[src/rtl/seg_scan_ctrl_pkg.sv]
// Shared types and constants for the multiplexed 7-segment scan controller:
// FSM encoding, hex-to-segment table and segment bit positions.
package seg_scan_ctrl_pkg;

  typedef enum logic [1:0] {
    ST_OFF   = 2'd0,
    ST_BLANK = 2'd1,
    ST_SHOW  = 2'd2
  } state_t;

  localparam int SEG_DP_BIT = 0;
  localparam int SEG_G_BIT  = 1;
  localparam int SEG_A_BIT  = 7;

  // Segments a..g in bits 7..1, bit 0 left clear for the decimal point.
  localparam logic [15:0][7:0] SEG_TABLE = {
    8'h8E, 8'h9E, 8'h7A, 8'h1A, 8'h3E, 8'hEE, 8'hF6, 8'hFE,
    8'hE0, 8'hBE, 8'hB6, 8'h66, 8'hF2, 8'hDA, 8'h60, 8'hFC
  };

  function automatic logic [7:0] seg_lookup(input logic [3:0] hex);
    return SEG_TABLE[hex];
  endfunction

endpackage

[src/rtl/seg_decoder.sv]
// Hex nibble to 7-segment pattern; purely combinational, dp bit always 0.
module seg_decoder
  import seg_scan_ctrl_pkg::*;
(
  input  logic [3:0] hex,
  output logic [7:0] seg
);

  assign seg = seg_lookup(hex);

endmodule

[src/rtl/seg_scan_ctrl.sv]
// Time-multiplexed hex display scanner: BLANK/SHOW slot per digit, double-
// buffered value committed only at the frame wrap, optional leading-zero blanking.
module seg_scan_ctrl
  import seg_scan_ctrl_pkg::*;
#(
  parameter int NDIG  = 8,
  parameter int SLOT  = 1000,
  parameter int BLANK = 16
) (
  input  logic              clk,
  input  logic              rst_n,
  input  logic              en,
  input  logic              load,
  input  logic [4*NDIG-1:0] value,
  input  logic [NDIG-1:0]   dp,
  input  logic              lz_sup,
  output logic [7:0]        seg,
  output logic [NDIG-1:0]   dig_n,
  output logic              frame_done
);

  localparam int CW = $clog2(SLOT);
  localparam int IW = $clog2(NDIG);
  localparam logic [CW-1:0] BLANK_LAST = CW'(BLANK - 1);
  localparam logic [CW-1:0] SHOW_LAST  = CW'(SLOT - BLANK - 1);
  localparam logic [IW-1:0] IDX_LAST   = IW'(NDIG - 1);

  state_t              state_q, state_d;
  logic [CW-1:0]       cnt_q, cnt_d;
  logic [IW-1:0]       idx_q, idx_d;
  logic [4*NDIG-1:0]   act_val_q, act_val_d, pend_val_q, pend_val_d;
  logic [NDIG-1:0]     act_dp_q, act_dp_d, pend_dp_q, pend_dp_d;
  logic                pend_vld_q, pend_vld_d;
  logic [7:0]          seg_q, seg_d;
  logic [NDIG-1:0]     dig_n_q, dig_n_d;
  logic                wrap;
  logic [NDIG-1:0]     nz_from;
  logic                nz_acc;
  logic [3:0]          cur_hex;
  logic [7:0]          dec_seg;

  assign wrap = en && (state_q == ST_SHOW) && (cnt_q == SHOW_LAST) && (idx_q == IDX_LAST);

  always_comb begin
    state_d    = state_q;
    cnt_d      = cnt_q;
    idx_d      = idx_q;
    act_val_d  = act_val_q;
    act_dp_d   = act_dp_q;
    pend_val_d = pend_val_q;
    pend_dp_d  = pend_dp_q;
    pend_vld_d = pend_vld_q;

    if (load) begin
      pend_val_d = value;
      pend_dp_d  = dp;
      pend_vld_d = 1'b1;
    end

    if (!en) begin
      state_d = ST_OFF;
      cnt_d   = '0;
      idx_d   = '0;
    end else begin
      unique case (state_q)
        ST_OFF: begin
          state_d = ST_BLANK;
          cnt_d   = '0;
        end
        ST_BLANK: begin
          if (cnt_q == BLANK_LAST) begin
            state_d = ST_SHOW;
            cnt_d   = '0;
          end else begin
            cnt_d = cnt_q + CW'(1);
          end
        end
        ST_SHOW: begin
          if (cnt_q == SHOW_LAST) begin
            state_d = ST_BLANK;
            cnt_d   = '0;
            idx_d   = (idx_q == IDX_LAST) ? '0 : idx_q + IW'(1);
          end else begin
            cnt_d = cnt_q + CW'(1);
          end
        end
        default: begin
          state_d = ST_OFF;
          cnt_d   = '0;
          idx_d   = '0;
        end
      endcase
    end

    // A load landing on the wrap edge bypasses pending so it is not lost a frame.
    if (wrap) begin
      if (load) begin
        act_val_d  = value;
        act_dp_d   = dp;
        pend_vld_d = 1'b0;
      end else if (pend_vld_q) begin
        act_val_d  = pend_val_q;
        act_dp_d   = pend_dp_q;
        pend_vld_d = 1'b0;
      end
    end
  end

  // Outputs are decoded from next-state values so they switch on the same edge.
  assign cur_hex = act_val_d[4*int'(idx_d) +: 4];

  seg_decoder u_dec (
    .hex (cur_hex),
    .seg (dec_seg)
  );

  always_comb begin
    nz_from = '0;
    nz_acc  = 1'b0;
    for (int k = NDIG - 1; k >= 0; k--) begin
      nz_acc     = nz_acc | (|act_val_d[4*k +: 4]);
      nz_from[k] = nz_acc;
    end
  end

  always_comb begin
    seg_d   = '0;
    dig_n_d = '1;
    if (state_d == ST_SHOW) begin
      dig_n_d[idx_d] = 1'b0;
      seg_d[SEG_A_BIT:SEG_G_BIT] = dec_seg[SEG_A_BIT:SEG_G_BIT];
      if (lz_sup && (idx_d != '0) && !nz_from[idx_d])
        seg_d[SEG_A_BIT:SEG_G_BIT] = '0;
      seg_d[SEG_DP_BIT] = act_dp_d[idx_d];
    end
  end

  always_ff @(posedge clk or negedge rst_n) begin
    if (!rst_n) begin
      state_q    <= ST_OFF;
      cnt_q      <= '0;
      idx_q      <= '0;
      act_val_q  <= '0;
      act_dp_q   <= '0;
      pend_val_q <= '0;
      pend_dp_q  <= '0;
      pend_vld_q <= 1'b0;
      seg_q      <= '0;
      dig_n_q    <= '1;
    end else begin
      state_q    <= state_d;
      cnt_q      <= cnt_d;
      idx_q      <= idx_d;
      act_val_q  <= act_val_d;
      act_dp_q   <= act_dp_d;
      pend_val_q <= pend_val_d;
      pend_dp_q  <= pend_dp_d;
      pend_vld_q <= pend_vld_d;
      seg_q      <= seg_d;
      dig_n_q    <= dig_n_d;
    end
  end

  assign seg        = seg_q;
  assign dig_n      = dig_n_q;
  assign frame_done = wrap;

endmodule
[config.mk]
export PLATFORM = sky130hd
export DESIGN_NAME = seg_scan_ctrl
export DESIGN_NICKNAME = d
export VERILOG_FILES = /design/src/rtl/seg_scan_ctrl_pkg.sv /design/src/rtl/seg_decoder.sv /design/src/rtl/seg_scan_ctrl.sv
export SDC_FILE = /design/constraint.sdc
export NUM_CORES = 1
export LEC_CHECK = 0
export ABC_AREA = 1
export CAP_MARGIN = 20
export CORE_MARGIN = 3
export CORE_UTILIZATION = 37
export CTS_CLUSTER_SIZE = 20
export DETAILED_ROUTE_END_ITERATION = 6
export DONT_BUFFER_PORTS = 1
export GPL_ROUTABILITY_DRIVEN = 0
export SYNTH_ARGS = -nofsm -noshare
export SYNTH_HDL_FRONTEND = slang
export SYNTH_HIERARCHICAL = 1
export SYNTH_SLANG_ARGS = --single-unit
[constraint.sdc]
create_clock -name clk -period 4.4 [get_ports clk]
set_input_delay 0.88 -clock clk [delete_from_list [all_inputs] [get_ports clk]]
set_output_delay 0.88 -clock clk [all_outputs]
set_load 0.05 [all_outputs]
==> metrics.txt <==
Final Cell Area 6390 µm²; Multi-input gate area 2590 µm²; Die H 132 µm; Layout fillers 1632; reg2reg start cnt_q[0]; first-pass GRT wire length 23300 µm; Gate Count Post-Synth 796; initial antenna violation count 0; Slew headroom 44.6%; number of gates resized after cts 0; critical path arrival 3.97 ns; total gr overflow 0; CTS tree yes; status finished clean; f_max 0.274 GHz; setup TNS 0 ns; syn_area_per_cell 7.41 µm²; shortest period the worst path allows 3.65 ns; post-route antenna net violation count 0; Max Clock Skew 0.00883 ns; syn nets 855; register area 2810 µm²; DRT Pass-1 Iters 5; placed cell count 986; WL/cell 13.8 µm; Pwr Total 2.02 mW; Clock Sink Count 112; H-Tree Depth 3; slowest cell on the critical path dfrtp_1; worst-path fanout max 8; CTS buffer count 9; diodes inserted 0; Worst-Skew Late Latency 0.36 ns; P&R area growth vs syn 8.31%; number of synthesis warnings 6; Max VDD drop 0.212 mV; RR Endpoint seg[4]; RSZ-0062 raised after global routing false; Leak 3.47 nW; Comb pwr share 4.6%; FP Rows 45; # setup viols final 0; Clock Path Buffers 2; worst path bufs/invs 5; reg-to-reg slack, setup 0.75 ns; number of max-cap violations 0; Crit path depth 21; DP Wirelength 9640 µm; Min-Delay Path Class in2async; Routed WL 13800 µm; layout cell share with drive strength beyond 1 7.08%; placed cell areas 6080 µm²; Final Net Count 845; clock group share of total power 42.2%; worst hold slack 0.208 ns; DRC viols 0; CP delay by family, top simple AND/OR/NAND/NOR gates; drt via density 4.70; startpoint types register; chip width 132 µm; Net Sw Power 0.477 mW; Root Buffer clkbuf_16; largest net degree at the start of global routing 113; Worst-Margin Slew 0.830 ns; Post-Layout Cell Count 1002; Worst-path clk slew 0.08 ns; drt initial violations 314; initial cell density of the core 38.2%; PD cells 316 nW/µm²; IO Pins 62; Final period util 83.0%; slowest stage delay, CP 0.43 ns; Via Count 4710; Hold Fails Final Rpt 0; setup bufs post-CTS 0; vias in the first global route 4655; I/O Buffers 0; area of the die 17500 µm²; Cell Chain, Critical Path ha_1, nand2_1, nor2_4, nand2_2, inv_2, or2_2, nand3_2, inv_1, nor2_1, o21ai_0, o2111ai_1, inv_1, ha_1, nand2_1, o21ai_1, nand2_1, nand2_1, inv_1, nor2_1, nand2_1, inv_1; Global Route Usage Sum 16.4%; hold_buf cts 0; core area 15400 µm²; Final Max Tran Viols 0; P_int 1.55 mW; critical path's most frequent cell nand2_1; sequential share of power 53.2%; Switching Fraction 23.6%; Critical Path Sink Type register; CP Class reg2reg; WP data required 4.71 ns; Post-Syn Area 5900 µm²; cell count of the worst reg-to-reg path 21
==> placed cells by master, fill, tap and decap left out, drive strengths merged, types with 9 or more instances in the layout <==
cell / n
nand2: 343
dfrtp: 104
ha: 14
nand3: 19
o211ai: 11
nor2: 68
clkbuf: 9
o21ai: 61
a21oi: 16
inv: 88
==> sequential cells by signal, summed over array words and instances (netlist names) <==
name / cells
pend_vld_q: 1
pend_val_q: 32
idx_q: 3
act_dp_q: 8
act_val_q: 32
cnt_q: 10
pend_dp_q: 8
seg: 8
state_q: 2
dig_n: 8
==> cell type report <==
type	instances	share of cell area, %
clock inverters	7	1.27
inverters	88	5.21
multi-input cells	567	40.5
clock buffers	9	3.52
well taps	211	4.13
repair buffers	8	1.33
flip-flops and latches	112	44.0
==> worst register-to-register path, stage by stage (launching register included) <==
cell and delay (ns):
dfrtp_1 0.43, ha_1 0.23, nand2_1 0.16, nor2_4 0.06, nand2_2 0.14, inv_2 0.06
or2_2 0.28, nand3_2 0.15, inv_1 0.07, nor2_1 0.42, o21ai_0 0.18, o2111ai_1 0.37
inv_1 0.20, ha_1 0.31, nand2_1 0.06, o21ai_1 0.11, nand2_1 0.06, nand2_1 0.06
inv_1 0.04, nor2_1 0.09, nand2_1 0.06, inv_1 0.05
==> worst max-delay path by stage <==
stage          startpoint  endpoint
2_1_floorplan          en    seg[4]
3_3_place_gp           en    seg[4]
3_5_place_dp           en    seg[4]
4_1_cts          cnt_q[0]    seg[4]
5_1_grt          cnt_q[0]    seg[4]
6_report         cnt_q[0]    seg[4]
==> through the flow <==
stage          setup WS (ns)  utilization, %
5_1_grt                0.313            41.4
3_3_place_gp           0.846            39.4
6_report               0.747            41.4
3_5_place_dp           0.756            39.4
2_1_floorplan           1.32               -
4_1_cts                0.733            41.4
==> power by group through the flow <==
| stage | combinational, mW | sequential, mW | clock, mW |
|---|---|---|---|
| final | 0.0931 | 1.08 | 0.852 |
| after floorplan | 0.0767 | 1.09 | 0 |
| after global routing | 0.111 | 1.08 | 0.913 |
| after detailed placement | 0.0948 | 1.10 | 0 |
| after global placement | 0.0933 | 1.10 | 0 |
| after CTS | 0.0950 | 1.08 | 0.879 |
==> metal layers <==
layer  share of wire [%]  track usage, %  vias to the layer above
li1                    -               -                     2435
met1                  46            21.3                     2154
met2                  46            26.8                      102
met3                 5.8            4.43                       19
met4                 2.1            5.54                        0
met5                   0               0                        -
Power figures use the tool's default switching activity.
